--- src/rtl/cpu_pkg.sv ---
// Shared CPU definitions for the branch unit slice.
// Contents:
//   - CPU_AW, CPU_RAS_DEPTH, CPU_INT_DEPTH : default widths and depths
//   - PNZ_P, PNZ_N, PNZ_Z                  : bit positions within a PNZ flag vector
//   - pnz_hit()                            : condition-mask match against flags
package cpu_pkg;

    localparam int CPU_AW        = 16;
    localparam int CPU_RAS_DEPTH = 8;
    localparam int CPU_INT_DEPTH = 4;

    localparam int PNZ_P = 2;
    localparam int PNZ_N = 1;
    localparam int PNZ_Z = 0;

    // A conditional branch is taken when any flag selected by the mask is set.
    function automatic logic pnz_hit(input logic [2:0] mask, input logic [2:0] flags);
        return (mask[PNZ_P] & flags[PNZ_P]) |
               (mask[PNZ_N] & flags[PNZ_N]) |
               (mask[PNZ_Z] & flags[PNZ_Z]);
    endfunction

endpackage

--- src/rtl/addr_stack.sv ---
// Parametrised LIFO of addresses with a saturating occupancy count.
// Ports:
//   clk  : clock
//   rst  : synchronous active-high reset of pointer and count (entries are not reset)
//   push : write din at the pointer and advance it
//   pop  : retreat the pointer (ignored when empty or when push is also high)
//   din  : address to push
//   top  : most recently pushed entry
//   cnt  : number of valid entries, 0..DEPTH
// WRAP=1: a push when full overwrites the oldest entry (circular buffer).
// WRAP=0: a push when full is ignored; the caller is expected to gate it.
module addr_stack #(
    parameter int AW    = 16,
    parameter int DEPTH = 8,
    parameter bit WRAP  = 1'b1
) (
    input  logic                         clk,
    input  logic                         rst,
    input  logic                         push,
    input  logic                         pop,
    input  logic [AW-1:0]                din,
    output logic [AW-1:0]                top,
    output logic [$clog2(DEPTH+1)-1:0]   cnt
);

    localparam int PW = (DEPTH > 1) ? $clog2(DEPTH) : 1;
    localparam int CW = $clog2(DEPTH + 1);

    logic [AW-1:0] r_mem [DEPTH];
    logic [PW-1:0] r_ptr;
    logic [CW-1:0] r_cnt;

    logic          w_full;
    logic          w_empty;
    logic          w_push;
    logic          w_pop;
    logic [PW-1:0] w_ptr_inc;
    logic [PW-1:0] w_ptr_dec;

    assign w_full  = (r_cnt == CW'(DEPTH));
    assign w_empty = (r_cnt == '0);
    assign w_push  = push & (WRAP | ~w_full);
    assign w_pop   = pop & ~push & ~w_empty;

    // Pointer moves modulo DEPTH so non-power-of-two depths wrap correctly.
    assign w_ptr_inc = (r_ptr == PW'(DEPTH - 1)) ? '0 : r_ptr + PW'(1);
    assign w_ptr_dec = (r_ptr == '0) ? PW'(DEPTH - 1) : r_ptr - PW'(1);

    assign top = r_mem[w_ptr_dec];
    assign cnt = r_cnt;

    always_ff @(posedge clk) begin
        if (rst) begin
            r_ptr <= '0;
            r_cnt <= '0;
        end else if (w_push) begin
            r_ptr <= w_ptr_inc;
            if (!w_full) begin
                r_cnt <= r_cnt + CW'(1);
            end
        end else if (w_pop) begin
            r_ptr <= w_ptr_dec;
            r_cnt <= r_cnt - CW'(1);
        end
    end

    always_ff @(posedge clk) begin
        if (w_push) begin
            r_mem[r_ptr] <= din;
        end
    end

endmodule

--- src/rtl/branch_unit.sv ---
// Branch resolution unit: conditional branches on registered PNZ flags,
// call/return via a circular return-address stack, and nested interrupt
// entry/exit via a saturating interrupt stack. No internal pipeline.
// Ports:
//   clk          : clock
//   rst_n        : synchronous reset, ACTIVE-HIGH despite the name
//   pc, target   : execute-stage PC and computed branch target
//   br, cond     : conditional branch and its PNZ mask
//   flag_we      : load pnz_in into the flags register
//   call, ret    : subroutine call / return (subroutine or interrupt)
//   int_in       : interrupt request
//   err_clr      : clear sticky error flags
//   branch_addr  : redirect address
//   branch_taken : redirect valid
//   int_ack      : interrupt accepted this cycle
//   int_level    : current interrupt nesting depth
//   ras_cnt      : return-stack occupancy
//   ras_ovf, ras_unf, int_ovf : sticky error flags
module branch_unit
    import cpu_pkg::*;
#(
    parameter int AW        = CPU_AW,
    parameter int RAS_DEPTH = CPU_RAS_DEPTH,
    parameter int INT_DEPTH = CPU_INT_DEPTH
) (
    input  logic                             clk,
    input  logic                             rst_n,
    input  logic [AW-1:0]                    pc,
    input  logic [AW-1:0]                    target,
    input  logic                             br,
    input  logic [2:0]                       cond,
    input  logic                             flag_we,
    input  logic [2:0]                       pnz_in,
    input  logic                             call,
    input  logic                             ret,
    input  logic                             int_in,
    input  logic                             err_clr,
    output logic [AW-1:0]                    branch_addr,
    output logic                             branch_taken,
    output logic                             int_ack,
    output logic [$clog2(INT_DEPTH+1)-1:0]   int_level,
    output logic [$clog2(RAS_DEPTH+1)-1:0]   ras_cnt,
    output logic                             ras_ovf,
    output logic                             ras_unf,
    output logic                             int_ovf
);

    localparam int LW = $clog2(INT_DEPTH + 1);
    localparam int CW = $clog2(RAS_DEPTH + 1);

    logic [2:0]    r_flags;
    logic          r_ras_ovf;
    logic          r_ras_unf;
    logic          r_int_ovf;

    logic          w_int_ack;
    logic          w_int_full;
    logic          w_int_nz;
    logic          w_ret_ok;
    logic          w_taken;
    logic          w_ras_push;
    logic          w_ras_pop;
    logic          w_int_pop;
    logic          w_ras_ovf_set;
    logic          w_ras_unf_set;
    logic          w_int_ovf_set;
    logic [AW-1:0] w_pc_inc;
    logic [AW-1:0] w_ras_top;
    logic [AW-1:0] w_int_top;

    assign w_int_full = (int_level == LW'(INT_DEPTH));
    assign w_int_nz   = (int_level != '0);
    assign w_int_ack  = int_in & (int_level < LW'(INT_DEPTH));

    // An accepted interrupt swallows br/call/ret for this cycle.
    assign w_ret_ok = ret & ~w_int_ack;
    assign w_taken  = ~w_int_ack & ((br & pnz_hit(cond, r_flags)) | ret);

    // Return targets the interrupt stack while any interrupt is active.
    assign w_int_pop  = w_ret_ok & w_int_nz;
    assign w_ras_pop  = w_ret_ok & ~w_int_nz;
    assign w_ras_push = call & w_taken & ~ret & ~w_int_ack;
    assign w_pc_inc   = pc + AW'(1);

    assign w_ras_ovf_set = w_ras_push & (ras_cnt == CW'(RAS_DEPTH));
    assign w_ras_unf_set = w_ras_pop & (ras_cnt == '0);
    assign w_int_ovf_set = int_in & w_int_full;

    addr_stack #(
        .AW    (AW),
        .DEPTH (RAS_DEPTH),
        .WRAP  (1'b1)
    ) u_ras (
        .clk  (clk),
        .rst  (rst_n),
        .push (w_ras_push),
        .pop  (w_ras_pop),
        .din  (w_pc_inc),
        .top  (w_ras_top),
        .cnt  (ras_cnt)
    );

    addr_stack #(
        .AW    (AW),
        .DEPTH (INT_DEPTH),
        .WRAP  (1'b0)
    ) u_int_stack (
        .clk  (clk),
        .rst  (rst_n),
        .push (w_int_ack),
        .pop  (w_int_pop),
        .din  (pc),
        .top  (w_int_top),
        .cnt  (int_level)
    );

    always_comb begin
        if (ret && w_int_nz) begin
            branch_addr = w_int_top;
        end else if (ret) begin
            // Underflowing return redirects to address zero rather than stale data.
            branch_addr = (ras_cnt == '0) ? '0 : w_ras_top;
        end else begin
            branch_addr = target;
        end
    end

    assign branch_taken = w_taken;
    assign int_ack      = w_int_ack;
    assign ras_ovf      = r_ras_ovf;
    assign ras_unf      = r_ras_unf;
    assign int_ovf      = r_int_ovf;

    // Sticky errors: a new set event wins over a simultaneous clear.
    always_ff @(posedge clk) begin
        if (rst_n) begin
            r_flags   <= '0;
            r_ras_ovf <= 1'b0;
            r_ras_unf <= 1'b0;
            r_int_ovf <= 1'b0;
        end else begin
            if (flag_we) begin
                r_flags <= pnz_in;
            end
            r_ras_ovf <= w_ras_ovf_set | (r_ras_ovf & ~err_clr);
            r_ras_unf <= w_ras_unf_set | (r_ras_unf & ~err_clr);
            r_int_ovf <= w_int_ovf_set | (r_int_ovf & ~err_clr);
        end
    end

endmodule

--- config.mk ---
export PLATFORM = sky130hd
export DESIGN_NAME = branch_unit
export DESIGN_NICKNAME = d
export VERILOG_FILES = /design/src/rtl/cpu_pkg.sv /design/src/rtl/addr_stack.sv /design/src/rtl/branch_unit.sv
export SDC_FILE = /design/constraint.sdc
export NUM_CORES = 1
export LEC_CHECK = 0
export CORE_MARGIN = 3
export CORE_UTILIZATION = 25
export DETAILED_ROUTE_END_ITERATION = 8
export HOLD_SLACK_MARGIN = 0.06
export PLACE_DENSITY = 0.4
export SLEW_MARGIN = 25
export SYNTH_ARGS = -nofsm -noshare
export SYNTH_HDL_FRONTEND = slang
export SYNTH_SLANG_ARGS = --single-unit
--- constraint.sdc ---
create_clock -name clk -period 4.6 [get_ports clk]
set_clock_uncertainty 0.15 [all_clocks]
set_input_delay 1.15 -clock clk [delete_from_list [all_inputs] [get_ports clk]]
set_output_delay 1.15 -clock clk [all_outputs]
set_load 0.01 [all_outputs]
==> impl_metrics.yaml, run 1 <==
drt:
  drt_wl_total_um: 22840
  ant_nets: 0
  post_drt_wl_per_cell_um: 20.59
  vias_per_cell: 4.518
  drt_iter0_markers: 220
  dr_total_vias: 5010
  drc: 0
  first_pass_iters: 5
sta:
  max_freq_mhz: 220.0
  drv_slew: 0
  tightest_slew_ps: 823.6
  max_slew_margin: 0.4492
  tns_ps: 0
  setup_viol_count_final: 0
  rsz0062_at_grt: "true"
  finalHoldViolCount: 0
  fin_crit_sh: 0.9881
  fin_crit_ps: 4545
synth:
  syn_avg_cell_area_um2: 16.77
  synth-compound-area-share: 0.04672
  postSynthCellCount: 527
  yosysSeqAreaShare: 0.6931
  synthFlopType: "edfxtp_1"
  synth-edff-count: 192
  yosys.area_share.simple: 0.07630
  yosys.cell_count.top_type: "edfxtp_1"
  synth_fa_ha_area_frac: 0.02010
  synthMuxAreaShare: 0.1307
  syn-num-nets: 586
  synthTopCellsByCount: "edfxtp_1 (192), mux4_2 (33), nand2_1 (30), mux2i_1 (22), nand3_1 (22)"
  ys_warn_count: 0
  yosys-top-cells-area: "edfxtp_1 (65%), mux4_2 (8.4%), dfxtp_1 (4.1%)"
  synth_async_sr_flop_share: 0
  synth_top_area_share: 0.6523
  yosys_register_bits: 210
  synth_xor_area_frac: 0.01586
  synth_top_family_by_area: "multiplexers"
  synth_area_um2: 8838
  synth_cell_types: 52
  yosys.area.top_type: "edfxtp_1"
placement:
  dpl.hpwl_um: 15070
  gp_congestion: 0.7573
  place_area_um2: 10360
  portBuffers: 73
  dp.cells: 1062
critical_path:
  crit_chain: "clkdlybuf4s50_1 > or4b_4 > buf_4 > o31ai_1 > clkdlybuf4s50_1"
  cp_max_fo: 4
  slowest_delay_ps: 610
  crit_family: "buffers and inverters"
  regToRegSetupSlack_ps: 1750
  rr_startpoint: "u_int_stack.cnt[2]"
  critPathKind: "in2out"
  cp_common_cell: "clkdlybuf4s50_1"
  cp_data_arrival_time_ps: 3250
  path_depth: 5
  startpoint: "ret"
  required_ps: 3300
  rr_endpoint: "u_ras.cnt[3]"
  reg2reg_depth: 9
  cp_slowest_cell: "clkdlybuf4s50_1"
  cp_num_buf_inv: 3
  start_kind: "input pin"
  critPathCaptureType: "primary output"
floorplanning:
  ioPinCount: 74
  core_area_um2: 34710
  rows: 68
  die_w_um: 194.0
  fp.dieArea_um2: 37650
  die_h_um: 194.0
  start_util: 0.2546
power_and_ir_drop:
  power.leakage_nw: 3.658
  powerDensity_nw_per_um2: 455.6
  peakVddDrop_v: 0.0002355
  power_mw: 5.087
hold_path:
  hold_path_end: "ras_unf"
  whs_path_depth: 2
  worstHoldStart: "ras_unf"
  hp-class: "reg2reg"
global_routing:
  grt_pass1_wl_um: 34200
  overflow: 0
  grt_pass1_vias: 5267
  groute.usage.overall: 0.1191
  antenna_found_initial: 0
  grt_max_degree: 36
cells_and_area:
  drive_above_1_share: 0.2156
  fin_nets: 696
  n_antenna_cell: 0
  area_growth_pct: 26.33
  n_fill_cell: 3396
  fin_cells: 1109
  stdcell_area_um2: 11170
  final_util: 0.3217
run:
  drv_cap: 0
cts:
  cts_tree: "done"
  cts.sinks: 210
  cts_made_buffers: 24
  htreeDepth: 1
  clk_path_buf_depth: 3
  cts_root_buf: "clkbuf_16"
  clock_latency_ps: 510
  clk_pin_slew_worst_paths_ps: 60
outcome:
  outcome: "finished clean"
flip-flops by register name (all words and copies together), names as in the netlist:
signal	count
ras_ovf	1
u_int_stack.r_mem	64
u_ras.r_mem	128
int_ovf	1
u_ras.cnt	4
u_int_stack.cnt	3
u_int_stack.r_ptr	2
u_ras.r_ptr	3
r_flags	3
ras_unf	1
power breakdown:
group / total [mW] / switching, mW / internal [mW]
logic: 1.01 / 0.551 / 0.458
clock network: 1.82 / 0.751 / 1.07
registers: 2.26 / 0.0586 / 2.20
what timing repair did:
action | CTS | global route
buffers inserted | 1 | 3
endpoints found under the setup margin | 16 | 8
hold buffers | 0 | 0
gates cloned | 0 | 0
gates resized for setup | 9 | 15
worst register-to-register path: cells and delay by family, from the launching register on:
kind                       cells  cell delay (ps)
muxes                          1              110
AOI/OAI and AO/OA              3              840
and+or+nand+nor                2              610
DFF                            1              490
adders and majority gates      1              300
buffers and inverters          2              220
stage by stage:
step                      hold slack, ps  setup WS [ps]
after global placement             309.4         -74.77
after floorplan                    309.2          423.3
final                              318.6          54.93
after global routing               338.1         -4.735
after CTS                          321.7         -67.58
after detailed placement           311.1         -79.61
metal layers:
layer | wire [um] | track usage | up-vias
li1 | - | - | 2308
met1 | 10640 | 0.1658 | 2548
met2 | 10740 | 0.1949 | 125
met3 | 1018 | 0.02363 | 29
met4 | 442 | 0.02394 | 0
met5 | 0 | 0 | -
final cells by class:
| type | count | area, um^2 | share of cell area |
|---|---|---|---|
| clock inverters | 17 | 148.9 | 0.01333 |
| well taps | 455 | 569.3 | 0.05099 |
| multi-input cells | 283 | 2610 | 0.2338 |
| clock buffers | 26 | 608.1 | 0.05446 |
| inverters | 11 | 48.80 | 0.004370 |
| flip-flops and latches | 210 | 6128 | 0.5489 |
| repair buffers | 107 | 1052 | 0.09424 |
worst max path at each step:
| stage | endpoint |
|---|---|
| detailed placement | branch_addr[12] |
| floorplan | branch_addr[10] |
| CTS | branch_addr[11] |
| finish | branch_addr[15] |
| global placement | branch_addr[12] |
| global route | branch_addr[15] |
cells by family (layout without fill, tap and decap cells):
logic type                 count (synthesis)  count (layout)
muxes                                     72              72
buffers and inverters                     34             161
AOI/OAI and AO/OA                         55              55
xor gates and xnor gates                  16              16
DFF                                      210             210
adders and majority gates                 13              13
and+or+nand+nor                          127             127
placed cells by master, fill, tap and decap left out, types with 9 or more instances in the layout:
cell type / synthesis / routed
edfxtp_1: 192 / 192
clkdlybuf4s50_1: 0 / 58
mux4_2: 33 / 33
nand2_1: 30 / 30
buf_4: 0 / 28
clkbuf_16: 0 / 24
nand3_1: 22 / 22
nor2_1: 21 / 21
mux2i_1: 22 / 21
nand2b_1: 20 / 20
o211ai_1: 16 / 16
dfxtp_1: 18 / 16
mux2_2: 15 / 15
a22oi_1: 15 / 15
ha_1: 11 / 11
xnor2_1: 10 / 10
inv_1: 9 / 9
clkinv_2: 0 / 9
Power figures use the tool's default switching activity.
==> run 2, diff against run 1 <==
Settings changed: ABC_AREA set to 0, REMOVE_ABC_BUFFERS set to 1.
==> impl_metrics.yaml, run 2 (synthesized netlist as in run 1, its figures left out) <==
outcome:
  outcome: "finished clean"
sta:
  fin_crit_ps: 4478
  setup_viol_count_final: 0
  max_slew_margin: 0.4616
  tightest_slew_ps: 805.1
  rsz0062_at_grt: "false"
  fin_crit_sh: 0.9734
  max_freq_mhz: 223.3
  drv_slew: 0
  finalHoldViolCount: 0
critical_path:
  cp_data_arrival_time_ps: 3180
  regToRegSetupSlack_ps: 1610
  rr_startpoint: "u_int_stack.cnt[2]"
  reg2reg_depth: 10
  cp_max_fo: 6
  rr_endpoint: "u_ras.cnt[3]"
  critPathCaptureType: "primary output"
  critPathKind: "in2out"
  start_kind: "input pin"
  required_ps: 3300
floorplanning:
  rows: 68
  fp.dieArea_um2: 37650
  start_util: 0.2546
  core_area_um2: 34710
  die_w_um: 194.0
  die_h_um: 194.0
  ioPinCount: 74
power_and_ir_drop:
  p_int_mw: 3.769
  seqPwrFrac: 0.443
  power.leakage_nw: 3.538
  p_comb_frac: 0.199
  powerDensity_nw_per_um2: 458.1
  netSwitchingFraction: 0.2604
  switchingPower_mw: 1.327
  peakVddDrop_v: 0.0002304
  p_clk_frac: 0.358
hold_path:
  worstHoldStart: "ras_unf"
  hold_path_end: "ras_unf"
  whs_path_depth: 2
  hp-class: "reg2reg"
cts:
  clock_latency_ps: 510
  clk_path_buf_depth: 3
  cts_root_buf: "clkbuf_16"
  cts_made_buffers: 24
  htreeDepth: 1
  cts_tree: "done"
  clk_pin_slew_worst_paths_ps: 60
  cts.sinks: 210
drt:
  vias_per_cell: 4.494
  post_drt_wl_per_cell_um: 21.07
  ant_nets: 0
  first_pass_iters: 4
  drt_wl_total_um: 23350
  drt_iter0_markers: 256
  dr_total_vias: 4979
  drc: 0
global_routing:
  antenna_found_initial: 0
  groute.usage.overall: 0.1232
  grt_pass1_wl_um: 35100
  overflow: 0
  grt_pass1_vias: 5351
  grt_max_degree: 37
cells_and_area:
  area_growth_pct: 25.85
  largest_reg_flops: 128
  stdcell_area_um2: 11120
  layout_commonest_cell: "edfxtp_1"
  drive_above_1_share: 0.2067
  fin_cells: 1108
  largest_register: "u_ras.r_mem"
  fin_nets: 696
  n_antenna_cell: 0
  final_cell_mix: "edfxtp_1 (192), clkdlybuf4s50_1 (72), mux4_2 (33), nand2_1 (30), buf_4 (30)"
placement:
  place_area_um2: 10340
  portBuffers: 73
  dp.cells: 1066
  dpl.hpwl_um: 15280
  gp_congestion: 0.7020
run:
  drv_cap: 0
-- run 2: how the worst max path moves through the flow --
stage	from	slack (ps)	cells past startpoint	to
final	ret	120	7	branch_addr[12]
after global routing	u_int_stack.r_ptr[0]	10	8	branch_addr[15]
after CTS	u_ras.r_ptr[1]	10	9	branch_addr[15]
after detailed placement	ret	-180	7	branch_addr[1]
after global placement	ret	-190	7	branch_addr[9]
after floorplan	u_ras.r_ptr[0]	-470	7	branch_addr[15]
-- run 2: what timing repair did --
action	CTS	global route
cloned	0	0
buffers inserted	0	0
endpoints found under the setup margin	16	15
hold buffers	0	0
resized for setup	3	7
pin swaps	0	0
-- run 2: worst max-delay path: stages --
cell and delay (ps):
dlygate4sd2_1 290, or4b_4 540, nor3b_4 220, buf_4 210, a22oi_1 90, nand3_1 120, clkdlybuf4s50_1 550
-- run 2: routing by layer --
layer  global-route usage  vias up  share of wire
met2               0.2117       87           0.50
met5                    0        -              0
met3              0.01772       22          0.036
met1               0.1671     2572           0.45
met4              0.02580        0          0.012
li1                     -     2298              -
-- run 2: metrics by stage --
stage	hold WS, ps	power [mW]	setup TNS (ps)	util	setup slack [ps]
finish	310.6	5.096	0	0.3204	122.4
global route	347.0	5.329	0	0.3204	10.43
CTS	319.3	5.173	0	0.3197	14.13
detailed placement	309.7	3.334	-2444	0.2979	-177.1
global placement	309.8	3.326	-2672	0.2979	-187.5
floorplan	309.2	2.813	-5501	-	-471.0
-- run 2: final cells by class --
| cell class | count | area, um^2 |
|---|---|---|
| Timing Repair Buffer | 107 | 1016 |
| Clock buffer | 28 | 636.9 |
| Inverter | 11 | 48.80 |
| Fill cell | 3428 | 23590 |
| Sequential cell | 210 | 6128 |
| Multi-Input combinational cell | 283 | 2610 |
| Tap cell | 455 | 569.3 |
| Clock inverter | 14 | 113.9 |
-- run 2: power groups by stage --
stage	Sequential (mW)	Combinational (mW)	Clock, mW
5_1_grt	2.27	1.11	1.95
2_1_floorplan	2.30	0.516	0
3_5_place_dp	2.30	1.03	0
3_3_place_gp	2.30	1.03	0
4_1_cts	2.26	1.04	1.88
6_report	2.26	1.01	1.82
==> run 3, diff against run 2 <==
Settings changed: CORE_MARGIN 3 to not set.
==> impl_metrics.yaml, run 3 (synthesized netlist as in run 1, its figures left out) <==
cts:
  clock_latency_ps: 520
  cts_root_buf: "clkbuf_16"
  cts.sinks: 210
  cts_made_buffers: 25
  htreeDepth: 1
  clk_path_buf_depth: 3
  clk_pin_slew_worst_paths_ps: 60
  cts_tree: "done"
floorplanning:
  die_h_um: 190.0
  rows: 68
  start_util: 0.2552
  ioPinCount: 74
  fp.dieArea_um2: 36110
  core_area_um2: 34630
  die_w_um: 190.0
hold_path:
  hp-class: "reg2reg"
  whs_path_depth: 2
  worstHoldStart: "ras_unf"
  hold_path_end: "ras_unf"
sta:
  fin_ws_ps: 94.21
  hold_ws_ps: 318.5
  max_slew_margin: 0.4554
  fin_crit_sh: 0.9795
  drv_slew: 0
  fin_crit_ps: 4506
  setup_viol_count_final: 0
  max_freq_mhz: 221.9
  tightest_slew_ps: 814.4
  finalHoldViolCount: 0
critical_path:
  rr_startpoint: "u_int_stack.cnt[2]"
  rr_endpoint: "u_ras.cnt[3]"
  required_ps: 3300
  cp_max_fo: 4
  cp_data_arrival_time_ps: 3210
  start_kind: "input pin"
  critPathCaptureType: "primary output"
  critPathKind: "in2out"
  regToRegSetupSlack_ps: 1650
  reg2reg_depth: 9
placement:
  dpl.hpwl_um: 15150
  portBuffers: 73
  gp_congestion: 0.6742
  place_area_um2: 10380
  dp_slack_ps: -137.9
  dp.cells: 1069
global_routing:
  antenna_found_initial: 0
  grt_pass1_wl_um: 35160
  overflow: 0
  grt_max_degree: 26
  grt_pass1_vias: 5417
  groute.usage.overall: 0.1327
power_and_ir_drop:
  peakVddDrop_v: 0.0002944
  powerDensity_nw_per_um2: 451.6
  power.leakage_nw: 3.637
cells_and_area:
  largest_reg_flops: 128
  area_growth_pct: 27.28
  n_fill_cell: 3369
  largest_register: "u_ras.r_mem"
  n_antenna_cell: 0
  fin_cells: 1123
  fin_nets: 708
  stdcell_area_um2: 11250
  final_cell_mix: "edfxtp_1 (192), clkdlybuf4s50_1 (58), buf_4 (37), mux4_2 (33), nand2_1 (30)"
  drive_above_1_share: 0.2216
  layout_commonest_cell: "edfxtp_1"
outcome:
  outcome: "finished clean"
drt:
  first_pass_iters: 4
  drt_wl_total_um: 23150
  ant_nets: 0
  post_drt_wl_per_cell_um: 20.62
  dr_total_vias: 4990
  vias_per_cell: 4.443
  drc: 0
  drt_iter0_markers: 212
run:
  drv_cap: 0
[run 3: cell types whose count changed in the layout (fill, tap and decap cells not counted), moves of 3 or more]
cell,change
clkdlybuf4s50_1,-14
buf_4,+7
buf_12,+3
buf_6,+3
clkdlybuf4s15_1,+6
clkbuf_1,+3
dlygate4sd2_1,+6
[run 3: report_power, final]
group          leakage [nW]  internal, mW  switching (mW)
clock network         0.369          1.06           0.754
logic                  1.38         0.471           0.540
registers              1.88          2.20          0.0572
total                  3.64          3.73            1.35
[run 3: repair_timing]
action / in CTS / in global routing
hold buffers: 0 / 0
buffers inserted: 6 / 2
gates resized for setup: 23 / 16
setup endpoints to repair: 16 / 8
pin swaps: 1 / 1
[run 3: per-stage QoR]
step           power (mW)  setup TNS (ps)  utilization
3_3_place_gp        3.329           -1663       0.2997
3_5_place_dp        3.330           -1206       0.2997
6_report            5.080               0       0.3249
4_1_cts             5.149               0       0.3237
2_1_floorplan       2.813           -5501            -
5_1_grt             5.315          -5.040       0.3249
[run 3: cell type report]
class / count / area [um^2] / share of cell area
multi-input combinational: 283 / 2633 / 0.2340
sequential: 210 / 6128 / 0.5448
tap: 455 / 569.3 / 0.05061
timing repair buffer: 118 / 1115 / 0.09910
inverter: 11 / 48.80 / 0.004338
clock buffer: 31 / 648.1 / 0.05761
clock inverter: 15 / 107.6 / 0.009565
[run 3: worst max path at each step]
stage              startpoint              end  slack, ps  cells after the start
2_1_floorplan  u_ras.r_ptr[0]  branch_addr[15]       -470                      7
3_3_place_gp              ret   branch_addr[7]       -180                      7
3_5_place_dp              ret   branch_addr[7]       -140                      7
4_1_cts                   ret  branch_addr[15]         10                      5
5_1_grt                   ret   branch_addr[3]         -3                      8
6_report                  ret   branch_addr[8]         90                      8
[run 3: critical path: stages]
cell	delay [ps]
clkdlybuf4s50_1	510
or4b_4	540
nor3_4	190
buf_6	170
buf_4	130
o211ai_1	150
nand3_1	120
clkdlybuf4s15_1	240
[run 3: metal layers]
layer / global-route usage / share of wire / up-vias
li1: - / - / 2332
met1: 0.1766 / 0.46 / 2528
met2: 0.2278 / 0.48 / 102
met3: 0.01918 / 0.042 / 28
met4: 0.02854 / 0.018 / 0
met5: 0 / 0 / -
